### config.mk
export PLATFORM = sky130hd
export DESIGN_NAME = seq_pat_counter_flat
export DESIGN_NICKNAME = d
export VERILOG_FILES = /design/src/rtl/seq_pat_counter_if.sv /design/src/rtl/seq_pat_counter.sv /design/src/flat_wrapper.sv
export SDC_FILE = /design/constraint.sdc
export NUM_CORES = 1
export LEC_CHECK = 0
export CORE_MARGIN = 10
export CORE_UTILIZATION = 30
export CTS_CLUSTER_SIZE = 25
export DETAILED_ROUTE_END_ITERATION = 8
export PLACE_DENSITY = 0.59
export SYNTH_ARGS = -nofsm -noshare
export SYNTH_HDL_FRONTEND = slang
export SYNTH_SLANG_ARGS = --single-unit
### constraint.sdc
create_clock -name CLK -period 2.2 [get_ports CLK]
set_clock_uncertainty 0.15 [all_clocks]
set_input_delay 0.44 -clock CLK [delete_from_list [all_inputs] [get_ports CLK]]
set_output_delay 0.44 -clock CLK [all_outputs]
set_load 0.02 [all_outputs]
### src/rtl/seq_pat_counter_if.sv
// Handshake bundle between the switch sequence driver and the pattern counter.
// The payload/strobe inputs come from the driver; the hit/count outputs go to display logic.
interface seq_pat_counter_if #(
  parameter int CNT_W = 8
);
  logic             EN;
  logic             X;
  logic             SOF;
  logic             CLR;
  logic             DETECT;
  logic [CNT_W-1:0] COUNT;
  logic             SAT;
  logic             FILLED;

  modport master (
    output EN, X, SOF, CLR,
    input  DETECT, COUNT, SAT, FILLED
  );

  modport slave (
    input  EN, X, SOF, CLR,
    output DETECT, COUNT, SAT, FILLED
  );
endinterface

### src/rtl/seq_pat_counter.sv
// Serial pattern detector with overlap, optional frame alignment and a saturating hit counter.
// A small FSM tracks whether the history window holds PAT_W valid bits.
module seq_pat_counter #(
  parameter int                   PAT_W       = 4,
  parameter logic [PAT_W-1:0]     PATTERN     = 4'b1101,
  parameter int                   CNT_W       = 8,
  parameter bit                   FRAME_ALIGN = 1'b0
) (
  input  logic             CLK,
  input  logic             RST,
  seq_pat_counter_if.slave bus
);

  localparam int                FW        = $clog2(PAT_W + 1);
  localparam logic [FW-1:0]     FILL_FULL = FW'(PAT_W);
  localparam logic [CNT_W-1:0]  CNT_MAX   = '1;

  typedef enum logic {S_FILL, S_RUN} state_e;

  state_e           state_q, state_d;
  logic [PAT_W-1:0] hist_q, hist_d, hist_n;
  logic [FW-1:0]    fill_q, fill_d, fill_n;
  logic [CNT_W-1:0] count_q, count_d;
  logic             sat_q, sat_d;
  logic             det_q, det_d;
  logic             aligned;
  logic             hit;

  // Candidate history/fill if the current bit is accepted.
  always_comb begin
    aligned = FRAME_ALIGN && bus.SOF;
    hist_n  = '0;
    if (!aligned) begin
      for (int i = 1; i < PAT_W; i++) hist_n[i] = hist_q[i-1];
    end
    hist_n[0] = bus.X;
    if (aligned)                 fill_n = FW'(1);
    else if (fill_q == FILL_FULL) fill_n = FILL_FULL;
    else                         fill_n = fill_q + FW'(1);
    hit = (fill_n == FILL_FULL) && (hist_n == PATTERN);
  end

  always_comb begin
    state_d = state_q;
    hist_d  = hist_q;
    fill_d  = fill_q;
    count_d = count_q;
    sat_d   = sat_q;
    det_d   = 1'b0;
    if (bus.CLR) begin
      state_d = S_FILL;
      hist_d  = '0;
      fill_d  = '0;
      count_d = '0;
      sat_d   = 1'b0;
    end else if (bus.EN) begin
      hist_d = hist_n;
      fill_d = fill_n;
      unique case (state_q)
        S_FILL: if (fill_n == FILL_FULL)   state_d = S_RUN;
        S_RUN:  if (aligned && PAT_W > 1)  state_d = S_FILL;
        default:                           state_d = S_FILL;
      endcase
      if (hit) begin
        det_d = 1'b1;
        if (count_q != CNT_MAX) count_d = count_q + CNT_W'(1);
        // SAT flags the hit that lands the counter on its maximum.
        if (count_q >= CNT_MAX - CNT_W'(1)) sat_d = 1'b1;
      end
    end
  end

  always_ff @(posedge CLK or posedge RST) begin
    if (RST) begin
      state_q <= S_FILL;
      hist_q  <= '0;
      fill_q  <= '0;
      count_q <= '0;
      sat_q   <= 1'b0;
      det_q   <= 1'b0;
    end else begin
      state_q <= state_d;
      hist_q  <= hist_d;
      fill_q  <= fill_d;
      count_q <= count_d;
      sat_q   <= sat_d;
      det_q   <= det_d;
    end
  end

  assign bus.DETECT = det_q;
  assign bus.COUNT  = count_q;
  assign bus.SAT    = sat_q;
  assign bus.FILLED = (state_q == S_RUN);

endmodule

### src/flat_wrapper.sv
// flat-port wrapper written by rule: the top's interface ports become plain ports
module seq_pat_counter_flat 
#(
  parameter int                   PAT_W       = 4,
  parameter logic [PAT_W-1:0]     PATTERN     = 4'b1101,
  parameter int                   CNT_W       = 8,
  parameter bit                   FRAME_ALIGN = 1'b0
)
  (CLK, RST, bus_EN, bus_X, bus_SOF, bus_CLR, bus_DETECT, bus_COUNT, bus_SAT, bus_FILLED);
  seq_pat_counter_if #(.CNT_W(CNT_W)) bus_i ();
  input  logic CLK;
  input  logic RST;
  input wire logic [$bits(bus_i.EN)-1:0] bus_EN;
  input wire logic [$bits(bus_i.X)-1:0] bus_X;
  input wire logic [$bits(bus_i.SOF)-1:0] bus_SOF;
  input wire logic [$bits(bus_i.CLR)-1:0] bus_CLR;
  output wire logic [$bits(bus_i.DETECT)-1:0] bus_DETECT;
  output wire logic [$bits(bus_i.COUNT)-1:0] bus_COUNT;
  output wire logic [$bits(bus_i.SAT)-1:0] bus_SAT;
  output wire logic [$bits(bus_i.FILLED)-1:0] bus_FILLED;
  assign bus_i.EN = bus_EN;
  assign bus_i.X = bus_X;
  assign bus_i.SOF = bus_SOF;
  assign bus_i.CLR = bus_CLR;
  assign bus_DETECT = bus_i.DETECT;
  assign bus_COUNT = bus_i.COUNT;
  assign bus_SAT = bus_i.SAT;
  assign bus_FILLED = bus_i.FILLED;
  seq_pat_counter #(.PAT_W(PAT_W), .PATTERN(PATTERN), .CNT_W(CNT_W), .FRAME_ALIGN(FRAME_ALIGN)) u_core (.CLK(CLK), .RST(RST), .bus(bus_i));
endmodule
==> metrics.log, run 1 <==
[metrics] proportion of power drawn by the clock network: 30.4%
[metrics] H-tree depth reported by CTS: 1
[metrics] endpoint class of the critical path: flop
[metrics] yosys synthesis warning count: 0
[metrics] share of flip-flops with an asynchronous set or reset after synthesis: 100%
[metrics] number of search-and-repair iterations in the first detailed-routing pass: 4
[metrics] Switching Fraction: 22.9%
[metrics] relative slew slack: 56.9%
[metrics] wire length on met2: 1020 µm
[metrics] initial antenna violation count: 0
[metrics] fraction of layout instances using a drive strength above 1: 12.0%
[metrics] clock tree from TritonCTS: done
[metrics] buffers added on ports: 15
[metrics] setup repair after global routing missed its margin: false
[metrics] first-pass GRT wire length: 3440 µm
[metrics] count of filler cells inserted in the layout: 315
[metrics] Mapped Cells: 96
[metrics] Final GP Congestion: 0.802
[metrics] startpoint class of the critical path: flop
[metrics] routed wire length: 2150 µm
[metrics] number of design-rule violations left by the first detailed-router iteration: 67
[metrics] HPWL after DPL: 1590 µm
[metrics] logic depth of the worst register-to-register path: 6
[metrics] area taken by flip-flops and latches: 425 µm²
[metrics] met1 routed wirelength after detailed routing: 1010 µm
[metrics] cell leakage power: 0.515 nW
[metrics] Worst Hold Class: reg -> reg
[metrics] global-route usage over all layers: 7.12%
[metrics] startpoint of the tightest hold check path: u_core.bus.FILLED
[metrics] Mapped Area: 942 µm²
[metrics] hold violation total from the final report: 0
[metrics] net count of the mapped netlist: 106
[metrics] row count: 20
[metrics] cts bufs inserted: 3
[metrics] hold path endpoint: u_core.bus.FILLED
[metrics] Critical Setup Path Class: reg -> reg
[metrics] synth top area cells: sky130_fd_sc_hd__dfrtp_1, sky130_fd_sc_hd__ha_1, sky130_fd_sc_hd__a21oi_1, sky130_fd_sc_hd__nor2_1, sky130_fd_sc_hd__mux2i_1
[metrics] transition at the pin with the smallest max-transition slack: 646 ps
[metrics] # IOs: 17
[metrics] most common cell after layout, fill and taps aside: sky130_fd_sc_hd__dfrtp_1
[metrics] clock sinks: 17
[metrics] via count of the first global-routing pass: 730
[metrics] sequential area share after synthesis: 45.2%
[metrics] part of the power in registers: 60.5%
[metrics] Floorplan Core Area: 3030 µm²
[metrics] Maximum Capacitance Violations: 0
[metrics] Post-CTS Hold Buffers: 0
[metrics] detailed-routed wire length on met3: 82 µm
[metrics] cell with the largest stage delay on the worst path: sky130_fd_sc_hd__or4_1
[metrics] delay of the slowest critical-path stage: 500 ps
[metrics] destination of the worst register-to-register timing path: u_core.bus.COUNT[2]
[metrics] critical path fanouts, max: 9
[metrics] Avg Inst Size Synth: 9.81 µm²
[metrics] reg-to-reg slack, setup: 100 ps
[metrics] fin crit period: 2100 ps
[metrics] Multi-input gate area: 488 µm²
[metrics] post-route ant nets: 0
[metrics] top library cells by usage in the layout, fill and taps aside: sky130_fd_sc_hd__dfrtp_1, sky130_fd_sc_hd__clkdlybuf4s50_1, sky130_fd_sc_hd__nor2_1, sky130_fd_sc_hd__a21oi_1, sky130_fd_sc_hd__buf_4
[metrics] Avg WL per Cell: 13.3 µm
[metrics] post-DR vias/cell: 5.03
[metrics] Initial Utilization: 31.1%
[metrics] area share of the largest cell type after synthesis: 45.2%
[metrics] cell accounting for the most synthesized area: sky130_fd_sc_hd__dfrtp_1
[metrics] Ant. Diodes: 0
[metrics] internal power component: 0.409 mW
[metrics] global-route congestion overflow total: 0
[metrics] Clock Latency Late Sink: 280 ps
[metrics] number of synthesized flops with an enable pin: 0
[metrics] Combinational Power Share: 9.1%
[metrics] width of the chip: 76.0 µm
[metrics] run status: finished, final reports clean
[metrics] clock tree root driver cell: sky130_fd_sc_hd__clkbuf_4
[metrics] count of unresolved DRC violations after routing: 0
[metrics] Finished Core Util: 39.8%
[metrics] DIE HEIGHT: 76.0 µm
[metrics] smallest hold slack: 361 ps
[metrics] WP depth: 6
[metrics] number of max-slew violations in the final report: 0
[metrics] total via count after detailed routing: 810
[metrics] dominant synthesized flop cell: sky130_fd_sc_hd__dfrtp_1
[metrics] Reg clk slew, reported paths: 90 ps
[metrics] area overhead of the layout relative to synthesis: 27.9%
[metrics] required time reported for the critical path endpoint: 2250 ps
[metrics] power consumption: 0.530 mW
[metrics] distinct cell type count of the synthesized netlist: 32
[metrics] ratio of final minimum period to clock period: 95.3%
[metrics] largest voltage drop on the vdd net: 237 µV
[metrics] power dissipated by switching net loads: 0.122 mW
[metrics] highest signal layer in the routed design: met4
[metrics] cell depth of the worst min-delay path: 2
[metrics] Setup Viol. Count Final: 0
[metrics] pin count of the biggest net entering global routing: 18
[metrics] DIE AREA: 5780 µm²
[metrics] origin of the critical flop-to-flop path: u_core.fill_q[0]
[metrics] Cell Pwr Density: 440 nW/µm²
[metrics] final net count: 128
[metrics] family with the most delay on the worst path: simple AND/OR/NAND/NOR gates
[metrics] Highest Clock Rate: 0.477 GHz
[metrics] Data arrival, critical path: 2150 ps
[metrics] series of cell instances along the critical path: inv_1, ha_1, nand2b_1, o21a_4, or4_1, a21oi_1
[metrics] synthesized flop and latch total: 17
[metrics] maximum number of buffers from clock root to sink: 2
[metrics] buffers and inverters on the worst path: 1
-- worst min-delay path, delay by kind of cell, from the launching register on --
family / cells / cell delay [ps]
flip-flops: 1 / 360
AND/OR/NAND/NOR: 1 / 70
AO/OA/AOI/OAI: 1 / 50
-- metal layers --
| layer | vias up | global-route usage (%) |
|---|---|---|
| met4 | 0 | 3.41 |
| met5 | - | 0 |
| li1 | 397 | - |
| met2 | 15 | 11.0 |
| met3 | 2 | 2.48 |
| met1 | 396 | 8.58 |
-- synth_stat cells, drive strengths merged, types with 3 or more instances --
cell	number
dfrtp	17
nor2	9
a21oi	8
nand3	5
and3	4
ha	4
inv	4
o21ai	4
a31oi	3
buf	3
mux2i	3
nand2	3
nor3	3
o31ai	3
or4	3
-- flip-flops by register name (all words and copies together) (netlist names) --
| register | flops |
|---|---|
| u_core.bus.COUNT | 8 |
| u_core.fill_q | 3 |
| u_core.hist_q | 3 |
| u_core.bus.DETECT | 1 |
| u_core.bus.FILLED | 1 |
| u_core.bus.SAT | 1 |
-- cell type report --
| cell class | instances | share of cell area [%] |
|---|---|---|
| Timing Repair Buffer | 21 | 16.2 |
| Clock buffer | 4 | 2.18 |
| Sequential cell | 17 | 35.3 |
| Multi-Input combinational cell | 71 | 40.5 |
| Inverter | 4 | 1.25 |
| Tap cell | 44 | 4.57 |
-- per-stage QoR --
| stage | setup WS (ps) | cells | setup TNS, ps | area, µm² |
|---|---|---|---|---|
| finish | 104 | 161 | 0 | 1200 |
| global route | 3.33 | 161 | 0 | 1200 |
| CTS | 30.8 | 161 | 0 | 1190 |
| detailed placement | -53.8 | 157 | -70.9 | 1160 |
| global placement | -5.64 | 157 | -5.64 | 1160 |
| floorplan | 150 | 96 | 0 | 942 |
-- cells by family after synthesis --
| group | share of synthesized area, % |
|---|---|
| mux | 5.58 |
| xor+xnor | 0.930 |
| buf+inv | 4.78 |
| flops | 45.2 |
| simple gates | 23.6 |
| compound gates | 14.6 |
| fa+ha+maj | 5.31 |
-- worst max path at each step --
stage | start | slack [ps] | endpoint
after global routing | u_core.fill_q[0] | 3 | u_core.bus.COUNT[2]
after detailed placement | bus_EN | -50 | u_core.bus.COUNT[7]
after floorplan | u_core.fill_q[0] | 150 | u_core.bus.COUNT[7]
final | u_core.fill_q[0] | 100 | u_core.bus.COUNT[2]
after global placement | bus_EN | -6 | u_core.bus.COUNT[7]
after CTS | u_core.fill_q[0] | 30 | u_core.bus.COUNT[7]
-- power by group through the flow --
stage               clock, mW  sequential, mW  combinational, mW
finish                  0.161           0.321             0.0483
detailed placement          0           0.327             0.0481
CTS                     0.172           0.321             0.0483
global placement            0           0.327             0.0466
floorplan                   0           0.326             0.0317
global route            0.182           0.322             0.0552
-- timing repair --
| item | 4_1_cts | 5_1_grt |
|---|---|---|
| endpoints found under the setup margin | 0 | 5 |
| buffers inserted | 0 | 0 |
| gates resized for setup | 0 | 3 |
Power figures use the tool's default switching activity.
==> run 2, diff against run 1 <==
- ABC_AREA: not set -> 1
- DONT_BUFFER_PORTS: not set -> 1
- PLACE_DENSITY: 0.59 -> 0.52
==> run 2 against run 1 <==
Net effect:
- via count is 5.3% higher
- utilization down 5.6 points
- sequential cell count unchanged
- critical path type unchanged
- critical endpoint is now u_core.bus.COUNT[1]
==> metrics.log, run 2 <==
[metrics] sequential area share after synthesis: 39.1% (-6.0 points)
[metrics] share of flip-flops with an asynchronous set or reset after synthesis: 100% (unchanged)
[metrics] total via count after detailed routing: 853 (+5.3%)
[metrics] required time reported for the critical path endpoint: 2240 ps (about the same)
[metrics] Worst Hold Class: in -> reg
[metrics] # IOs: 17 (unchanged)
[metrics] final instance area: 1170 µm² (-3.1%)
[metrics] via count of the first global-routing pass: 812 (+11%)
[metrics] number of design-rule violations left by the first detailed-router iteration: 37 (-45%)
[metrics] Largest register FFs: 8 (unchanged)
[metrics] Avg Inst Size Synth: 7.94 µm² (-19%)
[metrics] cts bufs inserted: 3 (unchanged)
[metrics] width of the chip: 80.2 µm (+5.5%)
[metrics] ratio of final minimum period to clock period: 77.6% (-18 points)
[metrics] Final TNS setup: 0 ps (unchanged)
[metrics] reg-to-reg slack, setup: 490 ps (+390 ps)
[metrics] area overhead of the layout relative to synthesis: 7.36%
[metrics] Cell Pwr Density: 505 nW/µm² (+15%)
[metrics] Maximum Capacitance Violations: 0 (unchanged)
[metrics] cell leakage power: 0.584 nW (+13%)
[metrics] final net count: 150 (+17%)
[metrics] distinct cell type count of the synthesized netlist: 26 (-19%)
[metrics] H-tree depth reported by CTS: 1 (unchanged)
[metrics] largest voltage drop on the vdd net: 255 µV (+7.5%)
[metrics] smallest hold slack: 38.3 ps (-323 ps)
[metrics] setup repair after global routing missed its margin: false
[metrics] fraction of layout instances using a drive strength above 1: 15.8% (+3.9 points)
[metrics] routed wire length: 2320 µm (+7.9%)
[metrics] synth top area cells: sky130_fd_sc_hd__dfrtp_1, sky130_fd_sc_hd__nand2_1, sky130_fd_sc_hd__inv_1, sky130_fd_sc_hd__nand3_1, sky130_fd_sc_hd__ha_1
[metrics] maximum number of buffers from clock root to sink: 2 (unchanged)
[metrics] count of filler cells inserted in the layout: 376 (+19%)
[metrics] Critical Setup Path Class: reg -> reg
[metrics] pre-CTS setup slack: 491 ps (+545 ps)
[metrics] number of synthesized flops with an enable pin: 0 (unchanged)
[metrics] Final GP Congestion: 0.787 (-1.9%)
[metrics] dominant synthesized flop cell: sky130_fd_sc_hd__dfrtp_1
[metrics] transition at the pin with the smallest max-transition slack: 701 ps (+55.1 ps)
[metrics] destination of the worst register-to-register timing path: u_core.bus.COUNT[1]
[metrics] most common library cells after synthesis: sky130_fd_sc_hd__nand2_1, sky130_fd_sc_hd__inv_1, sky130_fd_sc_hd__dfrtp_1
[metrics] Floorplan Core Area: 3420 µm² (+13%)
[metrics] worst path setup slack after routing: 493 ps (+390 ps)
[metrics] Final Instance Count excl. Fillers: 185 (+15%)
[metrics] Mapped Cells: 137 (+43%)
[metrics] Finished Core Util: 34.2% (-5.6 points)
[metrics] pin count of the biggest net entering global routing: 20 (+2)
[metrics] clock sinks: 17 (unchanged)
[metrics] Ant. Diodes: 0 (unchanged)
[metrics] number of gates resized after CTS: 0 (unchanged)
[metrics] Worst setup startpoint: u_core.bus.COUNT[0]
[metrics] placed instance count: 180 (+15%)
[metrics] cell accounting for the most synthesized area: sky130_fd_sc_hd__dfrtp_1
[metrics] startpoint class of the critical path: flop
[metrics] run status: finished, final reports clean
[metrics] endpoint class of the critical path: flop
[metrics] logic depth of the worst register-to-register path: 7 (+1)
[metrics] HPWL after DPL: 1730 µm (+8.7%)
[metrics] area share of the largest cell type after synthesis: 39.1% (-6.0 points)
[metrics] post-detailed-placement cell area: 1130 µm² (-2.7%)
[metrics] Reg clk slew, reported paths: 120 ps (+30 ps)
[metrics] initial antenna violation count: 0 (unchanged)
[metrics] Clock Latency Late Sink: 310 ps (+30 ps)
[metrics] DIE HEIGHT: 80.2 µm (+5.5%)
[metrics] global-route usage over all layers: 7.70% (+0.59 points)
[metrics] most used standard cell by instance count after synthesis: sky130_fd_sc_hd__nand2_1
[metrics] startpoint of the tightest hold check path: bus_CLR
[metrics] relative slew slack: 53.2% (-3.7 points)
[metrics] hold violation total from the final report: 0 (unchanged)
[metrics] DIE AREA: 6430 µm² (+11%)
[metrics] Avg WL per Cell: 12.5 µm (-6.1%)
[metrics] post-DR vias/cell: 4.61 (-8.4%)
[metrics] Initial Utilization: 31.8% (+0.72 points)
[metrics] number of max-slew violations in the final report: 0 (unchanged)
[metrics] row count: 21 (+5.0%)
[metrics] Mapped Area: 1090 µm² (+15%)
[metrics] Data arrival, critical path: 1750 ps (-400 ps)
[metrics] buffers added on ports: 0 (-15)
[metrics] clock tree from TritonCTS: done
[metrics] Setup Viol. Count Final: 0 (unchanged)
[metrics] post-route ant nets: 0 (unchanged)
[metrics] clock tree root driver cell: sky130_fd_sc_hd__clkbuf_4
[metrics] first-pass GRT wire length: 3920 µm (+14%)
[metrics] top library cells by usage in the layout, fill and taps aside: sky130_fd_sc_hd__nand2_1, sky130_fd_sc_hd__inv_1, sky130_fd_sc_hd__dfrtp_1, sky130_fd_sc_hd__nand3_1, sky130_fd_sc_hd__nand4_1
[metrics] origin of the critical flop-to-flop path: u_core.bus.COUNT[0]
[metrics] most common cell after layout, fill and taps aside: sky130_fd_sc_hd__nand2_1
[metrics] Highest Clock Rate: 0.586 GHz (+23%)
[metrics] global-route congestion overflow total: 0 (unchanged)
[metrics] number of search-and-repair iterations in the first detailed-routing pass: 4 (unchanged)
[metrics] count of unresolved DRC violations after routing: 0 (unchanged)
[metrics] hold path endpoint: u_core.bus.DETECT
[metrics] critical path fanouts, max: 8 (-1)
[metrics] fin crit period: 1710 ps (-390 ps)
[metrics] synthesized flop and latch total: 17 (unchanged)
[metrics] cell depth of the worst min-delay path: 1 (-1)
[metrics] power consumption: 0.590 mW (+11%)
[metrics] yosys synthesis warning count: 0 (unchanged)
[metrics] net count of the mapped netlist: 147 (+39%)
[run 2: cell types whose count changed after synthesis, moves of 4 or more]
cell | before | now
sky130_fd_sc_hd__a21oi_1 | 8 | 3
sky130_fd_sc_hd__and3_1 | 4 | 0
sky130_fd_sc_hd__inv_1 | 4 | 23
sky130_fd_sc_hd__nand2_1 | 3 | 30
sky130_fd_sc_hd__nand2_2 | 0 | 4
sky130_fd_sc_hd__nand3_1 | 5 | 16
sky130_fd_sc_hd__nand4_1 | 2 | 6
sky130_fd_sc_hd__nor2_1 | 9 | 5
[run 2: final cells by class]
class                   instances  area (µm²)  share of cell area [%]
flip-flops and latches         17         425                    36.4
inverters                      27         101                    8.68
well taps                      46        57.6                    4.93
multi-input cells              90         547                    46.8
clock buffers                   4        26.3                    2.25
repair buffers                  1        10.0                   0.857
[run 2: repair_timing]
action                                 in CTS  in global routing
endpoints found under the hold margin       9                  0
hold buffers                                1                  0
buffers inserted                            0                  0
[run 2: worst max path at each step]
| stage | endpoint | slack [ps] | cells after the start |
|---|---|---|---|
| 6_report | u_core.bus.COUNT[1] | 490 | 7 |
| 5_1_grt | u_core.bus.COUNT[1] | 330 | 7 |
| 4_1_cts | u_core.bus.COUNT[4] | 480 | 7 |
| 3_5_place_dp | u_core.bus.COUNT[4] | 490 | 7 |
| 3_3_place_gp | u_core.bus.COUNT[5] | 500 | 7 |
| 2_1_floorplan | u_core.bus.COUNT[5] | 650 | 7 |
[run 2: cells by family after synthesis]
logic type / after synthesis / synth area share (%)
and+or+nand+nor: 72 / 37.2
buffers and inverters: 30 / 10.6
DFF: 17 / 39.1
xor gates and xnor gates: 1 / 0.806
adders and majority gates: 4 / 4.60
AOI/OAI and AO/OA: 13 / 7.71
[run 2: worst max-delay path: stages (launching register included)]
cell	delay, ps
sky130_fd_sc_hd__dfrtp_1	510
sky130_fd_sc_hd__ha_1	270
sky130_fd_sc_hd__nand2_1	120
sky130_fd_sc_hd__nor2_4	60
sky130_fd_sc_hd__nand2_4	130
sky130_fd_sc_hd__nand4_4	180
sky130_fd_sc_hd__nand3_1	110
sky130_fd_sc_hd__nand2_1	50
[run 2: report_power, final]
part	internal (mW)	leakage, nW	switching [mW]
Sequential	0.321	0.235	0.00754
Clock	0.0707	0.0150	0.107
Combinational	0.0239	0.334	0.0590
[run 2: metal layers]
| metal | wire [µm] | global-route usage [%] | share of wire [%] | up-vias |
|---|---|---|---|---|
| met5 | 0 | 0 | 0 | - |
| met3 | 231 | 3.90 | 10 | 4 |
| met1 | 972 | 8.55 | 42 | 386 |
| met2 | 1090 | 12.7 | 47 | 24 |
| met4 | 20 | 2.11 | 0.86 | 0 |
| li1 | - | - | - | 439 |
